==> config.mk <==
export PLATFORM = sky130hd
export DESIGN_NAME = cache_req_arbiter
export DESIGN_NICKNAME = d
export VERILOG_FILES = /design/src/rtl/cache_req_arbiter.sv
export SDC_FILE = /design/constraint.sdc
export NUM_CORES = 1
export LEC_CHECK = 0
export CAP_MARGIN = 20
export CORE_AREA = 4 4 106 108
export CTS_BUF_LIST = sky130_fd_sc_hd__clkbuf_8
export DETAILED_ROUTE_END_ITERATION = 10
export DIE_AREA = 0 0 110 112
export GPL_TIMING_DRIVEN = 0
export PLACE_DENSITY = 0.74
export SLEW_MARGIN = 30
export SYNTH_ARGS = -nofsm -noshare
export SYNTH_HDL_FRONTEND = slang
export SYNTH_SLANG_ARGS = --single-unit
==> constraint.sdc <==
create_clock -name clk_i -period 2.1 [get_ports clk_i]
set_clock_uncertainty 0.2 [all_clocks]
set_input_delay 0.42 -clock clk_i [delete_from_list [all_inputs] [get_ports clk_i]]
set_output_delay 0.42 -clock clk_i [all_outputs]
set_load 0.02 [all_outputs]
==> src/rtl/cache_req_arbiter.sv <==
// ---------------------------------------------------------------------------
// cache_req_arbiter
//
// Two-port front end for the unified cache request port. Port 0 carries
// instruction-fetch reads and port 1 carries loads/stores. Both are merged
// onto the single valid/ready request bus of the cache. The owner of every
// accepted request is recorded in an in-order tag FIFO, and each in-order
// cache response is steered back combinationally to the port that issued it.
//
// Optional feature (compile-time macro ARB_ROUND_ROBIN_EN):
//   defined   : on contention, grant the port not granted at the last
//               handshake (round-robin pointer updated on handshakes only)
//   undefined : fixed priority, port 1 over port 0; no RR pointer exists
//
// Parameters
//   MAX_OUTSTANDING  requests accepted by the cache but not yet answered
//   ADDR_W           request address width
//   DATA_W           request/response data width (wstrb is DATA_W/8 bits)
//
// Ports
//   clk_i, rst_i                      clock, async active-high reset
//   p0_req_valid_i/addr_i/ready_o     ifetch request channel
//   p0_resp_valid_o/value_o           ifetch response (single-cycle pulse)
//   p1_req_valid_i/value_i/addr_i/
//     wstrb_i/ready_o                 load/store request channel
//   p1_resp_valid_o/value_o           load/store response (pulse)
//   req_valid_o/value_o/addr_o/
//     wstrb_o, req_ready_i            merged request to the cache
//   resp_valid_i/value_i              in-order response from the cache
//   err_o                             sticky: response seen with no owner
// ---------------------------------------------------------------------------
module cache_req_arbiter #(
    parameter int MAX_OUTSTANDING = 2,
    parameter int ADDR_W          = 32,
    parameter int DATA_W          = 32
) (
    input  logic                  clk_i,
    input  logic                  rst_i,

    input  logic                  p0_req_valid_i,
    input  logic [ADDR_W-1:0]     p0_req_addr_i,
    output logic                  p0_req_ready_o,
    output logic                  p0_resp_valid_o,
    output logic [DATA_W-1:0]     p0_resp_value_o,

    input  logic                  p1_req_valid_i,
    input  logic [DATA_W-1:0]     p1_req_value_i,
    input  logic [ADDR_W-1:0]     p1_req_addr_i,
    input  logic [DATA_W/8-1:0]   p1_req_wstrb_i,
    output logic                  p1_req_ready_o,
    output logic                  p1_resp_valid_o,
    output logic [DATA_W-1:0]     p1_resp_value_o,

    output logic                  req_valid_o,
    output logic [DATA_W-1:0]     req_value_o,
    output logic [ADDR_W-1:0]     req_addr_o,
    output logic [DATA_W/8-1:0]   req_wstrb_o,
    input  logic                  req_ready_i,

    input  logic                  resp_valid_i,
    input  logic [DATA_W-1:0]     resp_value_i,

    output logic                  err_o
);

    localparam int STRB_W = DATA_W / 8;
    localparam int PTR_W  = (MAX_OUTSTANDING > 1) ? $clog2(MAX_OUTSTANDING) : 1;
    localparam int OCC_W  = $clog2(MAX_OUTSTANDING + 1);

    localparam logic [PTR_W-1:0] PTR_LAST = PTR_W'(MAX_OUTSTANDING - 1);
    localparam logic [OCC_W-1:0] OCC_FULL = OCC_W'(MAX_OUTSTANDING);

    localparam logic PORT0 = 1'b0;
    localparam logic PORT1 = 1'b1;

    // Pointer increment with wrap at MAX_OUTSTANDING (depth need not be a
    // power of two).
    function automatic logic [PTR_W-1:0] ptr_inc(input logic [PTR_W-1:0] p);
        return (p == PTR_LAST) ? '0 : p + PTR_W'(1);
    endfunction

    // -----------------------------------------------------------------------
    // State
    // -----------------------------------------------------------------------
    logic                 tag_mem [0:MAX_OUTSTANDING-1];
    logic [PTR_W-1:0]     wr_ptr;
    logic [PTR_W-1:0]     rd_ptr;
    logic [OCC_W-1:0]     occ;
    logic                 lock_q;
    logic                 lock_gnt_q;
    logic                 err_q;

    logic                 contend_pick;
    logic                 grant;
    logic                 granted_valid;
    logic                 fifo_full;
    logic                 fifo_empty;
    logic                 issue;
    logic                 handshake;
    logic                 pop;
    logic                 stray_resp;
    logic                 head;

`ifdef ARB_ROUND_ROBIN_EN
    // Port preferred on the next contended cycle; it is the port that did
    // not win the most recent handshake. Starts at port 1 after reset.
    logic rr_pref_q;

    always_ff @(posedge clk_i or posedge rst_i) begin
        if (rst_i) begin
            rr_pref_q <= PORT1;
        end else if (handshake) begin
            rr_pref_q <= ~grant;
        end
    end

    assign contend_pick = rr_pref_q;
`else
    assign contend_pick = PORT1;
`endif

    // -----------------------------------------------------------------------
    // Arbitration: a locked grant wins over everything so that a stalled
    // request keeps its payload stable until the cache accepts it.
    // -----------------------------------------------------------------------
    always_comb begin
        grant = PORT0;
        if (lock_q) begin
            grant = lock_gnt_q;
        end else if (p1_req_valid_i && p0_req_valid_i) begin
            grant = contend_pick;
        end else if (p1_req_valid_i) begin
            grant = PORT1;
        end
    end

    assign fifo_full     = (occ == OCC_FULL);
    assign fifo_empty    = (occ == '0);
    assign granted_valid = grant ? p1_req_valid_i : p0_req_valid_i;
    // Full is judged on the registered occupancy: a pop in the same cycle
    // does not free a slot until the next cycle.
    assign issue         = granted_valid && !fifo_full;
    assign handshake     = issue && req_ready_i;
    assign pop           = resp_valid_i && !fifo_empty;
    assign stray_resp    = resp_valid_i && fifo_empty;
    assign head          = tag_mem[rd_ptr];

    // -----------------------------------------------------------------------
    // Outputs. Combinational outputs are forced low while reset is held.
    // -----------------------------------------------------------------------
    assign req_valid_o     = issue && !rst_i;
    assign req_addr_o      = rst_i ? '0 : (grant ? p1_req_addr_i : p0_req_addr_i);
    assign req_value_o     = (rst_i || !grant) ? '0 : p1_req_value_i;
    assign req_wstrb_o     = (rst_i || !grant) ? '0 : p1_req_wstrb_i;

    assign p0_req_ready_o  = !rst_i && (grant == PORT0) && req_ready_i && !fifo_full;
    assign p1_req_ready_o  = !rst_i && (grant == PORT1) && req_ready_i && !fifo_full;

    assign p0_resp_valid_o = !rst_i && pop && (head == PORT0);
    assign p1_resp_valid_o = !rst_i && pop && (head == PORT1);
    assign p0_resp_value_o = p0_resp_valid_o ? resp_value_i : '0;
    assign p1_resp_value_o = p1_resp_valid_o ? resp_value_i : '0;

    assign err_o           = err_q;

    // -----------------------------------------------------------------------
    // Tag FIFO storage: contents need no reset, pointers/occupancy govern it.
    // -----------------------------------------------------------------------
    always_ff @(posedge clk_i) begin
        if (handshake) begin
            tag_mem[wr_ptr] <= grant;
        end
    end

    // -----------------------------------------------------------------------
    // Control state
    // -----------------------------------------------------------------------
    always_ff @(posedge clk_i or posedge rst_i) begin
        if (rst_i) begin
            wr_ptr     <= '0;
            rd_ptr     <= '0;
            occ        <= '0;
            lock_q     <= 1'b0;
            lock_gnt_q <= PORT0;
            err_q      <= 1'b0;
        end else begin
            if (handshake) begin
                wr_ptr <= ptr_inc(wr_ptr);
            end
            if (pop) begin
                rd_ptr <= ptr_inc(rd_ptr);
            end
            case ({handshake, pop})
                2'b10:   occ <= occ + OCC_W'(1);
                2'b01:   occ <= occ - OCC_W'(1);
                default: occ <= occ;
            endcase

            if (handshake) begin
                lock_q <= 1'b0;
            end else if (issue) begin
                lock_q     <= 1'b1;
                lock_gnt_q <= grant;
            end

            if (stray_resp) begin
                err_q <= 1'b1;
            end
        end
    end

    // STRB_W documents the byte-enable width relation used in the port list.
    if (STRB_W * 8 != DATA_W) begin : g_bad_data_w
        $error("DATA_W must be a multiple of 8");
    end

endmodule

==> flow_summary.rst, run 1 <==
.. list-table::
   :header-rows: 1

   * - Metric
     - Value
   * - Type of origin of the critical path
     - register
   * - M3 GR Usage
     - 4.00%
   * - Setup-failing EPs final
     - 136
   * - Worst Path Max Fanout
     - 7
   * - Maximum operating frequency
     - 423 MHz
   * - Number of H-tree levels
     - 1
   * - Power Internal
     - 0.00330 W
   * - Most used cells in the layout excluding fill and tap cells
     - sky130_fd_sc_hd__buf_6 (170), sky130_fd_sc_hd__clkdlybuf4s50_1 (133), sky130_fd_sc_hd__and2_4 (64)
   * - Maximum number of pins on one net before global-route repair
     - 17
   * - Register area share after synthesis
     - 13.6%
   * - Core area
     - 10200 um^2
   * - Clock tree from TritonCTS
     - yes
   * - Fraction of layout cells with a size suffix above 1
     - 68.6%
   * - Die Outline Area
     - 12300 um^2
   * - Critical Setup Path Class
     - reg -> out
   * - Area Growth Syn to Fin
     - 276%
   * - Met2 Resource Use GR
     - 33.5%
   * - Minimum clock period
     - 2.36 ns
   * - Detailed-route DRC error count
     - 0
   * - Clock root cell
     - sky130_fd_sc_hd__clkbuf_8
   * - Number of antenna violations at the first check in global routing
     - 1
   * - Arrival time of data at the critical path endpoint
     - 1.74 ns
   * - Outcome
     - finished, violations left
   * - Worst-Margin Slew
     - 0.365 ns
   * - Maximum vdd drop
     - 0.800 mV
   * - Post-layout nets
     - 738
   * - #FFs+latches synth
     - 9
   * - Clock transition at the register clock pins on the worst setup and hold paths after CTS
     - 0.04 ns
   * - Global placer's final weighted congestion
     - 0.827
   * - Placement Rows
     - 37
   * - Clock power frac
     - 3.3%
   * - Power per unit of standard cell area
     - 893 nW/um^2
   * - Fin. Hold Viols
     - 0
   * - Min setup slack post-route
     - -0.264 ns
   * - Starting Density
     - 16.9%
   * - Via-to-Cell Ratio
     - 4.44
   * - Final critical-path share of the clock period
     - 113%
   * - Post-Synthesis Net Count
     - 403
   * - Failing checks
     - negative setup slack
   * - Gate Count Post-Synth
     - 264
   * - Placed Area
     - 4690 um^2
   * - I/O pin cnt
     - 276
   * - Router iterations before antenna repair
     - 4
   * - Final core utilization
     - 63.4%
   * - Global route total overflow
     - 0
   * - Kind of path behind the tightest hold check
     - reg -> reg
   * - Die Wd
     - 110 um
   * - Antenna Cells
     - 0
   * - Leakage dissipation
     - 2.96 nW
   * - Number of distinct library cell variants in the gate-level netlist after synthesis
     - 31
   * - Synth warn
     - 0
   * - Detailed-route wire length
     - 12800 um
   * - Commonest non-fill, non-tap cell in the layout
     - sky130_fd_sc_hd__buf_6
   * - Number of max-cap violations
     - 0
   * - Vert. Die Dim
     - 112 um
   * - Final antenna-violating net count
     - 0
   * - Cell area after technology mapping
     - 1730 um^2
   * - Number of input and output port buffers inserted
     - 275
   * - CTS Buffer Depth
     - 2
   * - Unrepaired setup endpoints after global routing
     - true
   * - Worst slew margin relative to its limit
     - 75.7%
   * - Cell area after layout
     - 6490 um^2
   * - Endpoint required time on the critical path
     - 1.48 ns
   * - Gr busiest metal
     - met2
   * - Switching power share of the total
     - 42.9%
   * - Routed length per instance
     - 17.4 um
   * - Mean instance size in the synthesized netlist
     - 6.54 um^2
   * - Number of global-route vias before repair
     - 3304
   * - Global-route wire length before repair
     - 17000 um
   * - Net switching power of the design
     - 0.00249 W
   * - Global Route Usage Sum
     - 17.4%
   * - Global Route met1 Usage
     - 18.0%
   * - Count of hold-fix buffers inserted at cts
     - 0
   * - HPWL after DPL
     - 8920 um
   * - Via count
     - 3257
   * - Flop pwr share
     - 6.4%
   * - Number of buffers created by CTS
     - 3
   * - Clock Latency Late Sink
     - 0.23 ns
   * - Logic gate share of total power
     - 90.3%
   * - Iteration-0 DRC count of the detailed router
     - 109
   * - Sink Count
     - 9
   * - Critical path capture point type
     - output pin
   * - Final-report max-slew violation count
     - 0
[sequential cells by signal, summed over array words and instances (netlist names)]
signal,cells
wr_ptr,1
err_o,1
occ,2
lock_gnt_q,1
tag_mem,2
lock_q,1
rd_ptr,1
[power by group through the flow]
stage               clock network, W  logic (W)  registers [W]
finish                      0.000194    0.00523       0.000368
global route                0.000211    0.00551       0.000379
CTS                         0.000200    0.00410       0.000358
detailed placement                 0    0.00298       0.000354
global placement                   0    0.00293       0.000347
floorplan                          0    0.00166       0.000336
[metal layers]
metal	vias up	share of wire (%)	wire length [um]
met1	1518	34	4310
met4	2	2.1	272
met2	168	55	7060
li1	1546	-	-
met5	-	0.10	13
met3	23	8.8	1130
[cells in the mapped netlist]
| cell | instances | area share [%] |
|---|---|---|
| sky130_fd_sc_hd__and2_1 | 65 | 24 |
| sky130_fd_sc_hd__nand2_1 | 55 | 12 |
| sky130_fd_sc_hd__and3_1 | 36 | 13 |
| sky130_fd_sc_hd__a21oi_1 | 22 | 6.4 |
| sky130_fd_sc_hd__a21oi_2 | 10 | 5.1 |
| sky130_fd_sc_hd__buf_2 | 10 | 2.9 |
| sky130_fd_sc_hd__nand2_2 | 10 | 3.6 |
| sky130_fd_sc_hd__clkbuf_1 | 9 | 2.0 |
| sky130_fd_sc_hd__dfrtp_1 | 7 | 10 |
| sky130_fd_sc_hd__buf_6 | 4 | 2.6 |
| sky130_fd_sc_hd__inv_1 | 4 | 0.87 |
| sky130_fd_sc_hd__nor2_1 | 4 | 0.87 |
| sky130_fd_sc_hd__o21ai_0 | 3 | 0.87 |
| sky130_fd_sc_hd__xnor2_1 | 3 | 1.5 |
| sky130_fd_sc_hd__edfxtp_1 | 2 | 3.5 |
| sky130_fd_sc_hd__mux2i_1 | 2 | 1.2 |
| sky130_fd_sc_hd__nor2b_1 | 2 | 0.73 |
| sky130_fd_sc_hd__nor3_1 | 2 | 0.58 |
| sky130_fd_sc_hd__xor2_1 | 2 | 1.0 |
| sky130_fd_sc_hd__a2111oi_4 | 1 | 1.6 |
| sky130_fd_sc_hd__a211oi_1 | 1 | 0.44 |
| sky130_fd_sc_hd__a21o_1 | 1 | 0.44 |
| sky130_fd_sc_hd__a32o_1 | 1 | 0.58 |
| sky130_fd_sc_hd__clkinv_2 | 1 | 0.29 |
| sky130_fd_sc_hd__ha_1 | 1 | 0.73 |
| sky130_fd_sc_hd__mux2i_4 | 1 | 1.3 |
| sky130_fd_sc_hd__nand2b_1 | 1 | 0.36 |
| sky130_fd_sc_hd__nand3_1 | 1 | 0.29 |
| sky130_fd_sc_hd__nor3_2 | 1 | 0.58 |
| sky130_fd_sc_hd__nor3b_2 | 1 | 0.73 |
| sky130_fd_sc_hd__o21ai_1 | 1 | 0.29 |
[final timing paths]
path / start / end / slack, ns / cells past startpoint
setup / recovery: lock_q / req_value_o[6] / -0.26 / 7
hold / removal: err_o / err_o / 0.26 / 1
setup reg to reg: occ[1] / occ[1] / 0.09 / 6
hold reg to reg: err_o / err_o / 0.26 / 1
max in group asynchronous: rst_i / lock_q / 1.12 / 3
min in group asynchronous: rst_i / err_o / 0.43 / 3
[logic make-up after synthesis]
logic type,after synthesis,synth area share [%]
simple gates,178,56.3
compound gates,40,15.7
buf+inv,28,8.63
flops,9,13.6
xor+xnor,5,2.54
mux,3,2.47
fa+ha+maj,1,0.725
[stage by stage]
step	setup WS, ns	power (W)	hold WS (ns)	TNS [ns]	instances
global route	-0.334	0.00610	0.266	-33.33	734
floorplan	0.0429	0.00199	0.255	0	264
CTS	-0.255	0.00466	0.258	-21.89	722
finish	-0.264	0.00579	0.258	-22.71	734
detailed placement	-1.26	0.00333	0.249	-154.33	675
global placement	-1.20	0.00328	0.245	-146.15	675
[layout make-up]
class	count	area, um^2
inverters	5	31.3
flip-flops and latches	9	239
clock buffers	3	41.3
multi-input cells	227	2090
well taps	136	170
clock inverters	1	3.75
plain buffers	20	229
repair inverters	1	16.3
repair buffers	332	3660
fillers	849	3740
[worst max-delay path: stages (launching register included)]
cell	delay (ns)
sky130_fd_sc_hd__dfrtp_2	0.39
sky130_fd_sc_hd__mux2i_4	0.32
sky130_fd_sc_hd__buf_6	0.16
sky130_fd_sc_hd__clkinv_8	0.09
sky130_fd_sc_hd__buf_8	0.14
sky130_fd_sc_hd__buf_6	0.11
sky130_fd_sc_hd__and3_4	0.17
sky130_fd_sc_hd__buf_6	0.12
[repair_timing]
item,CTS,global route
resized for setup,958,173
pin swaps,68,75
gates cloned,10,6
setup endpoints to repair,141,138
setup buffers,33,10
endpoints found under the hold margin,0,0
Power figures use the tool's default switching activity.
==> run 2: changes to the inputs <==
--- a/config.mk
+++ b/config.mk
@@ -6,12 +6,14 @@
 export NUM_CORES = 1
 export LEC_CHECK = 0
 export CAP_MARGIN = 20
-export CORE_AREA = 4 4 106 108
+export CELL_PAD_IN_SITES_DETAIL_PLACEMENT = 1
+export CELL_PAD_IN_SITES_GLOBAL_PLACEMENT = 1
+export CORE_MARGIN = 4
+export CORE_UTILIZATION = 13
 export CTS_BUF_LIST = sky130_fd_sc_hd__clkbuf_8
 export DETAILED_ROUTE_END_ITERATION = 10
-export DIE_AREA = 0 0 110 112
 export GPL_TIMING_DRIVEN = 0
-export PLACE_DENSITY = 0.74
+export PLACE_DENSITY = 0.94
 export SLEW_MARGIN = 30
 export SYNTH_ARGS = -nofsm -noshare
 export SYNTH_HDL_FRONTEND = slang
==> flow_summary.rst, run 2 (same netlist as run 1, synthesis figures left out) <==
.. list-table::
   :header-rows: 1

   * - Metric
     - Value
   * - Fin. Hold Viols
     - 0 (unchanged)
   * - Global-route wire length before repair
     - 21000 um (was 17000 um)
   * - Number of buffers created by CTS
     - 3 (unchanged)
   * - Number of max-cap violations
     - 0 (unchanged)
   * - Maximum operating frequency
     - 425 MHz (was 423 MHz)
   * - Fraction of layout cells with a size suffix above 1
     - 66.4% (was 68.6%)
   * - Type of origin of the critical path
     - register (unchanged)
   * - Number of input and output port buffers inserted
     - 275 (unchanged)
   * - Commonest non-fill, non-tap cell in the layout
     - sky130_fd_sc_hd__buf_6 (unchanged)
   * - Iteration-0 DRC count of the detailed router
     - 63 (was 109)
   * - Area Growth Syn to Fin
     - 265% (was 276%)
   * - Setup slack on the worst flop-to-flop path
     - 0.05 ns (was 0.09 ns)
   * - Clock Latency Late Sink
     - 0.23 ns (about the same)
   * - Kind of path behind the tightest hold check
     - reg -> reg (unchanged)
   * - Global Route Usage Sum
     - 17.7% (was 17.4%)
   * - Most used cells in the layout excluding fill and tap cells
     - sky130_fd_sc_hd__buf_6 (134), sky130_fd_sc_hd__clkdlybuf4s50_1 (133), sky130_fd_sc_hd__and2_4 (63) (was sky130_fd_sc_hd__buf_6 (170), sky130_fd_sc_hd__clkdlybuf4s50_1 (133), sky130_fd_sc_hd__and2_4 (64))
   * - Worst slew margin relative to its limit
     - 76.2% (was 75.7%)
   * - HPWL after DPL
     - 10600 um (was 8920 um)
   * - Leakage dissipation
     - 2.91 nW (was 2.96 nW)
   * - Top flop regs
     - occ: 2 flops, tag_mem: 2 flops (unchanged)
   * - Final core utilization
     - 49.1% (was 63.4%)
   * - Filler Cells Inserted
     - 1401 (was 849)
   * - Post-layout nets
     - 733 (was 738)
   * - Detailed-route wire length
     - 15100 um (was 12800 um)
   * - Placed Area
     - 4740 um^2 (was 4690 um^2)
   * - Arrival time of data at the critical path endpoint
     - 1.74 ns (about the same)
   * - Vert. Die Dim
     - 123 um (was 112 um)
   * - Placement Rows
     - 41 (was 37)
   * - I/O pin cnt
     - 276 (unchanged)
   * - Setup-failing EPs final
     - 136 (unchanged)
   * - Final cell count without fillers
     - 766 (was 734)
   * - Unrepaired setup endpoints after global routing
     - true (unchanged)
   * - Core area
     - 12800 um^2 (was 10200 um^2)
   * - Final antenna-violating net count
     - 0 (unchanged)
   * - Final critical-path share of the clock period
     - 112% (was 113%)
   * - Power per unit of standard cell area
     - 910 nW/um^2 (was 893 nW/um^2)
   * - Number of antenna violations at the first check in global routing
     - 1 (unchanged)
   * - Placed Cells
     - 711 (was 675)
   * - Number of H-tree levels
     - 1 (unchanged)
   * - R2R Path Start
     - lock_gnt_q (was occ[1])
   * - Count of cells along the worst register-to-register path
     - 7 (was 6)
   * - Worst setup path endpoint
     - p1_resp_value_o[31] (was req_value_o[6])
   * - Routed length per instance
     - 19.7 um (was 17.4 um)
   * - Router iterations before antenna repair
     - 4 (unchanged)
   * - Starting Density
     - 13.5% (was 16.9%)
   * - Critical path capture point type
     - output pin (unchanged)
   * - Minimum clock period
     - 2.36 ns (about the same)
   * - Via count
     - 3260 (was 3257)
   * - Failing checks
     - negative setup slack (unchanged)
   * - Place WS
     - -1.37 ns (was -1.26 ns)
   * - Start point of the critical path
     - rd_ptr (was lock_q)
   * - CTS Buffer Depth
     - 2 (unchanged)
   * - Critical register-to-register path endpoint
     - occ[1] (unchanged)
   * - Worst-Margin Slew
     - 0.357 ns (was 0.365 ns)
   * - Clock transition at the register clock pins on the worst setup and hold paths after CTS
     - 0.05 ns (was 0.04 ns)
   * - Critical Setup Path Class
     - reg -> out (unchanged)
   * - Worst Path Max Fanout
     - 6 (was 7)
   * - Number of global-route vias before repair
     - 3760 (was 3304)
   * - Die Outline Area
     - 15200 um^2 (was 12300 um^2)
   * - Clock root cell
     - sky130_fd_sc_hd__clkbuf_8 (unchanged)
   * - Clock tree from TritonCTS
     - yes (unchanged)
   * - Sink Count
     - 9 (unchanged)
   * - Final-report max-slew violation count
     - 0 (unchanged)
   * - Total negative slack
     - -21.59 ns (was -22.71 ns)
   * - Cell area after layout
     - 6300 um^2 (was 6490 um^2)
   * - Die Wd
     - 123 um (was 110 um)
   * - Maximum number of pins on one net before global-route repair
     - 17 (unchanged)
   * - Global route total overflow
     - 0 (unchanged)
   * - Maximum vdd drop
     - 0.393 mV (was 0.800 mV)
   * - Count of hold-fix buffers inserted at cts
     - 0 (unchanged)
   * - Endpoint required time on the critical path
     - 1.48 ns (about the same)
   * - Outcome
     - finished, violations left (unchanged)
   * - Detailed-route DRC error count
     - 0 (unchanged)
   * - Via-to-Cell Ratio
     - 4.26 (was 4.44)
   * - Global placer's final weighted congestion
     - 0.800 (was 0.827)
   * - Min setup slack post-route
     - -0.255 ns (was -0.264 ns)
run 2: changes by cell type in the layout (fill, tap and decap cells not counted), moves of 3 or more:
cell,change
sky130_fd_sc_hd__buf_6,-36
sky130_fd_sc_hd__buf_4,+17
sky130_fd_sc_hd__and3_1,+14
sky130_fd_sc_hd__and3_4,-14
sky130_fd_sc_hd__buf_2,+9
sky130_fd_sc_hd__nand2_2,+4
sky130_fd_sc_hd__nand2_4,-4
sky130_fd_sc_hd__buf_12,+3
sky130_fd_sc_hd__buf_16,+3
sky130_fd_sc_hd__clkbuf_16,-3
run 2: layer usage:
layer,routed length (um),share of wire (%),vias up,track usage (%)
met3,1280,8.5,17,3.75
met5,0,0,-,0
met2,8240,55,197,35.5
li1,-,-,1530,-
met4,269,1.8,0,4.64
met1,5330,35,1516,18.3
run 2: area by class of cell:
type,count,area (um^2),share of cell area (%)
Antenna cell,1,2.50,0.0397
Timing Repair Buffer,324,3430,54.4
Inverter,5,31.3,0.496
Buffer,23,318,5.04
Clock inverter,1,3.75,0.0596
Sequential cell,9,240,3.81
Tap cell,172,215,3.41
Clock buffer,3,41.3,0.655
Multi-Input combinational cell,227,2000,31.8
Timing Repair inverter,1,16.3,0.258
run 2: critical path: stages, from the launching register on:
cell,delay [ns]
sky130_fd_sc_hd__dfrtp_1,0.39
sky130_fd_sc_hd__mux2i_2,0.17
sky130_fd_sc_hd__buf_4,0.14
sky130_fd_sc_hd__nor3_4,0.18
sky130_fd_sc_hd__buf_12,0.17
sky130_fd_sc_hd__buf_8,0.12
sky130_fd_sc_hd__buf_6,0.09
sky130_fd_sc_hd__and2_4,0.13
sky130_fd_sc_hd__buf_6,0.11
run 2: what timing repair did:
action                     in CTS  in global routing
pin swaps                      78                 31
setup endpoints to repair     141                138
gates resized for setup       998                 73
cloned                         13                  1
setup buffers                  33                  5
run 2: through the flow:
| stage | hold slack (ns) | total power, W |
|---|---|---|
| after floorplan | 0.255 | 0.00199 |
| after global placement | 0.242 | 0.00332 |
| after detailed placement | 0.269 | 0.00343 |
| after CTS | 0.276 | 0.00548 |
| after global routing | 0.301 | 0.00603 |
| final | 0.280 | 0.00573 |
run 2: worst min-delay path by stage:
stage | start | slack [ns] | endpoint | cells after the start
floorplan | wr_ptr | 0.26 | wr_ptr | 1
global placement | err_o | 0.24 | err_o | 1
detailed placement | err_o | 0.27 | err_o | 1
CTS | err_o | 0.28 | err_o | 1
global route | err_o | 0.30 | err_o | 1
finish | err_o | 0.28 | err_o | 1
run 2: power by group:
part	internal (W)	total, W	switching [W]
registers	0.000268	0.000354	0.0000856
logic	0.00279	0.00518	0.00239
clock network	0.000128	0.000200	0.0000723
==> run 3: changes to the inputs <==
--- a/config.mk
+++ b/config.mk
@@ -13,6 +13,7 @@
 export CTS_BUF_LIST = sky130_fd_sc_hd__clkbuf_8
 export DETAILED_ROUTE_END_ITERATION = 10
 export GPL_TIMING_DRIVEN = 0
+export MAX_ROUTING_LAYER = met4
 export PLACE_DENSITY = 0.94
 export SLEW_MARGIN = 30
 export SYNTH_ARGS = -nofsm -noshare
==> flow_summary.rst, run 3 (same netlist as run 1, synthesis figures left out) <==
.. list-table::
   :header-rows: 1

   * - Metric
     - Value
   * - Clock Latency Late Sink
     - 0.23 ns (about the same)
   * - Critical path capture point type
     - output pin (unchanged)
   * - Flop pwr share
     - 6.2% (about the same)
   * - Failing checks
     - negative setup slack (unchanged)
   * - Global Route Usage Sum
     - 18.2% (was 17.7%)
   * - Cell area after layout
     - 6300 um^2 (unchanged)
   * - Iteration-0 DRC count of the detailed router
     - 78 (was 63)
   * - Final core utilization
     - 49.1% (unchanged)
   * - Die Wd
     - 123 um (unchanged)
   * - Outcome
     - finished, violations left (unchanged)
   * - Final-report max-slew violation count
     - 0 (unchanged)
   * - Number of max-cap violations
     - 0 (unchanged)
   * - Kind of path behind the tightest hold check
     - reg -> reg (unchanged)
   * - Maximum vdd drop
     - 0.392 mV (was 0.393 mV)
   * - Leakage dissipation
     - 2.91 nW (unchanged)
   * - Worst-Margin Slew
     - 0.361 ns (was 0.357 ns)
   * - Via count
     - 3257 (was 3260)
   * - Net switching power of the design
     - 0.00254 W (about the same)
   * - Area Growth Syn to Fin
     - 265% (unchanged)
   * - Fin. Hold Viols
     - 0 (unchanged)
   * - Minimum clock period
     - 2.36 ns (about the same)
   * - Number of buffers created by CTS
     - 3 (unchanged)
   * - Worst Path Max Fanout
     - 6 (unchanged)
   * - Number of input and output port buffers inserted
     - 275 (unchanged)
   * - Clock root cell
     - sky130_fd_sc_hd__clkbuf_8 (unchanged)
   * - Most used cells in the layout excluding fill and tap cells
     - sky130_fd_sc_hd__buf_6 (134), sky130_fd_sc_hd__clkdlybuf4s50_1 (133), sky130_fd_sc_hd__and2_4 (63) (unchanged)
   * - Commonest non-fill, non-tap cell in the layout
     - sky130_fd_sc_hd__buf_6 (unchanged)
   * - Critical Setup Path Class
     - reg -> out (unchanged)
   * - Unrepaired setup endpoints after global routing
     - true (unchanged)
   * - CTS Buffer Depth
     - 2 (unchanged)
   * - Power Internal
     - 0.00319 W (about the same)
   * - Setup-failing EPs final
     - 136 (unchanged)
   * - Post-layout nets
     - 733 (unchanged)
   * - Vert. Die Dim
     - 123 um (unchanged)
   * - HPWL after DPL
     - 10600 um (unchanged)
   * - Endpoint required time on the critical path
     - 1.48 ns (about the same)
   * - Placed Area
     - 4740 um^2 (unchanged)
   * - Clock tree from TritonCTS
     - yes (unchanged)
   * - Global route total overflow
     - 0 (unchanged)
   * - Clock power frac
     - 3.5% (about the same)
   * - Min setup slack post-route
     - -0.256 ns (was -0.255 ns)
   * - Number of global-route vias before repair
     - 3774 (was 3760)
   * - Core area
     - 12800 um^2 (unchanged)
   * - Fraction of layout cells with a size suffix above 1
     - 66.4% (unchanged)
   * - Via-to-Cell Ratio
     - 4.25 (was 4.26)
   * - Number of H-tree levels
     - 1 (unchanged)
   * - Power per unit of standard cell area
     - 909 nW/um^2 (was 910 nW/um^2)
   * - Type of origin of the critical path
     - register (unchanged)
   * - Switching power share of the total
     - 44.3% (was 44.4%)
   * - Placement Rows
     - 41 (unchanged)
   * - Die Outline Area
     - 15200 um^2 (unchanged)
   * - Detailed-route wire length
     - 15100 um (about the same)
   * - Router iterations before antenna repair
     - 4 (unchanged)
   * - Starting Density
     - 13.5% (unchanged)
   * - Top flop regs
     - occ: 2 flops, tag_mem: 2 flops (unchanged)
   * - Sink Count
     - 9 (unchanged)
   * - I/O pin cnt
     - 276 (unchanged)
   * - Routed length per instance
     - 19.7 um (about the same)
   * - Maximum number of pins on one net before global-route repair
     - 17 (unchanged)
   * - Arrival time of data at the critical path endpoint
     - 1.74 ns (about the same)
   * - Detailed-route DRC error count
     - 0 (unchanged)
   * - Maximum operating frequency
     - 425 MHz (about the same)
   * - Global placer's final weighted congestion
     - 0.811 (was 0.800)
   * - Global-route wire length before repair
     - 21000 um (about the same)
   * - Logic gate share of total power
     - 90.4% (was 90.3%)
   * - Number of antenna violations at the first check in global routing
     - 1 (unchanged)
   * - Clock transition at the register clock pins on the worst setup and hold paths after CTS
     - 0.05 ns (about the same)
   * - Final critical-path share of the clock period
     - 112% (about the same)
   * - Worst slew margin relative to its limit
     - 75.9% (was 76.2%)
   * - Final antenna-violating net count
     - 0 (unchanged)
-- run 3: cell counts in the layout (fill, tap and decap cells not counted) --
No cell type changed its count.
-- run 3: worst paths after layout --
check / from / end / slack (ns) / cells past startpoint
setup / recovery: rd_ptr / p1_resp_value_o[22] / -0.26 / 8
hold / removal: err_o / err_o / 0.28 / 1
setup reg to reg: lock_gnt_q / occ[1] / 0.06 / 7
hold reg to reg: err_o / err_o / 0.28 / 1
max in group asynchronous: rst_i / occ[1] / 1.22 / 3
min in group asynchronous: rst_i / wr_ptr / 0.32 / 3
-- run 3: worst max-delay path, stage by stage, from the launching register on --
cell                      delay, ns
sky130_fd_sc_hd__dfrtp_1       0.39
sky130_fd_sc_hd__mux2i_2       0.17
sky130_fd_sc_hd__buf_4         0.14
sky130_fd_sc_hd__nor3_4        0.18
sky130_fd_sc_hd__buf_12        0.17
sky130_fd_sc_hd__buf_8         0.11
sky130_fd_sc_hd__buf_6         0.09
sky130_fd_sc_hd__and2_4        0.13
sky130_fd_sc_hd__buf_6         0.11
-- run 3: cell type report --
| type | count | area (um^2) |
|---|---|---|
| fillers | 1401 | 6520 |
| repair buffers | 324 | 3430 |
| multi-input cells | 227 | 2000 |
| plain buffers | 23 | 318 |
| flip-flops and latches | 9 | 240 |
| well taps | 172 | 215 |
| clock buffers | 3 | 41.3 |
| inverters | 5 | 31.3 |
| repair inverters | 1 | 16.3 |
| clock inverters | 1 | 3.75 |
| diodes | 1 | 2.50 |
-- run 3: layer usage --
metal / track usage [%] / wire, um / vias up
li1: - / - / 1527
met1: 18.7 / 5300 / 1512
met2: 35.4 / 8260 / 199
met3: 3.20 / 1260 / 19
met4: 4.84 / 288 / 0
met5: - / 0 / -
-- run 3: stage by stage --
step	hold WS [ns]	cells	total power, W	setup WS [ns]	setup TNS, ns
2_1_floorplan	0.255	264	0.00199	0.0429	0
3_3_place_gp	0.242	711	0.00332	-1.32	-158.02
3_5_place_dp	0.269	711	0.00343	-1.37	-165.68
4_1_cts	0.276	761	0.00548	-0.270	-20.09
5_1_grt	0.301	766	0.00603	-0.338	-30.98
6_report	0.280	766	0.00573	-0.256	-21.35
-- run 3: power by group through the flow --
stage	sequential, W	clock [W]	combinational [W]
after global placement	0.000344	0	0.00298
after floorplan	0.000336	0	0.00166
final	0.000353	0.000199	0.00517
after global routing	0.000365	0.000217	0.00545
after CTS	0.000348	0.000205	0.00492
after detailed placement	0.000358	0	0.00308
-- run 3: repair_timing --
item,in CTS,in global routing
pin swaps,78,31
gates cloned,13,1
buffers inserted,33,5
hold buffers,0,0
endpoints found under the setup margin,141,138
resized for setup,998,73
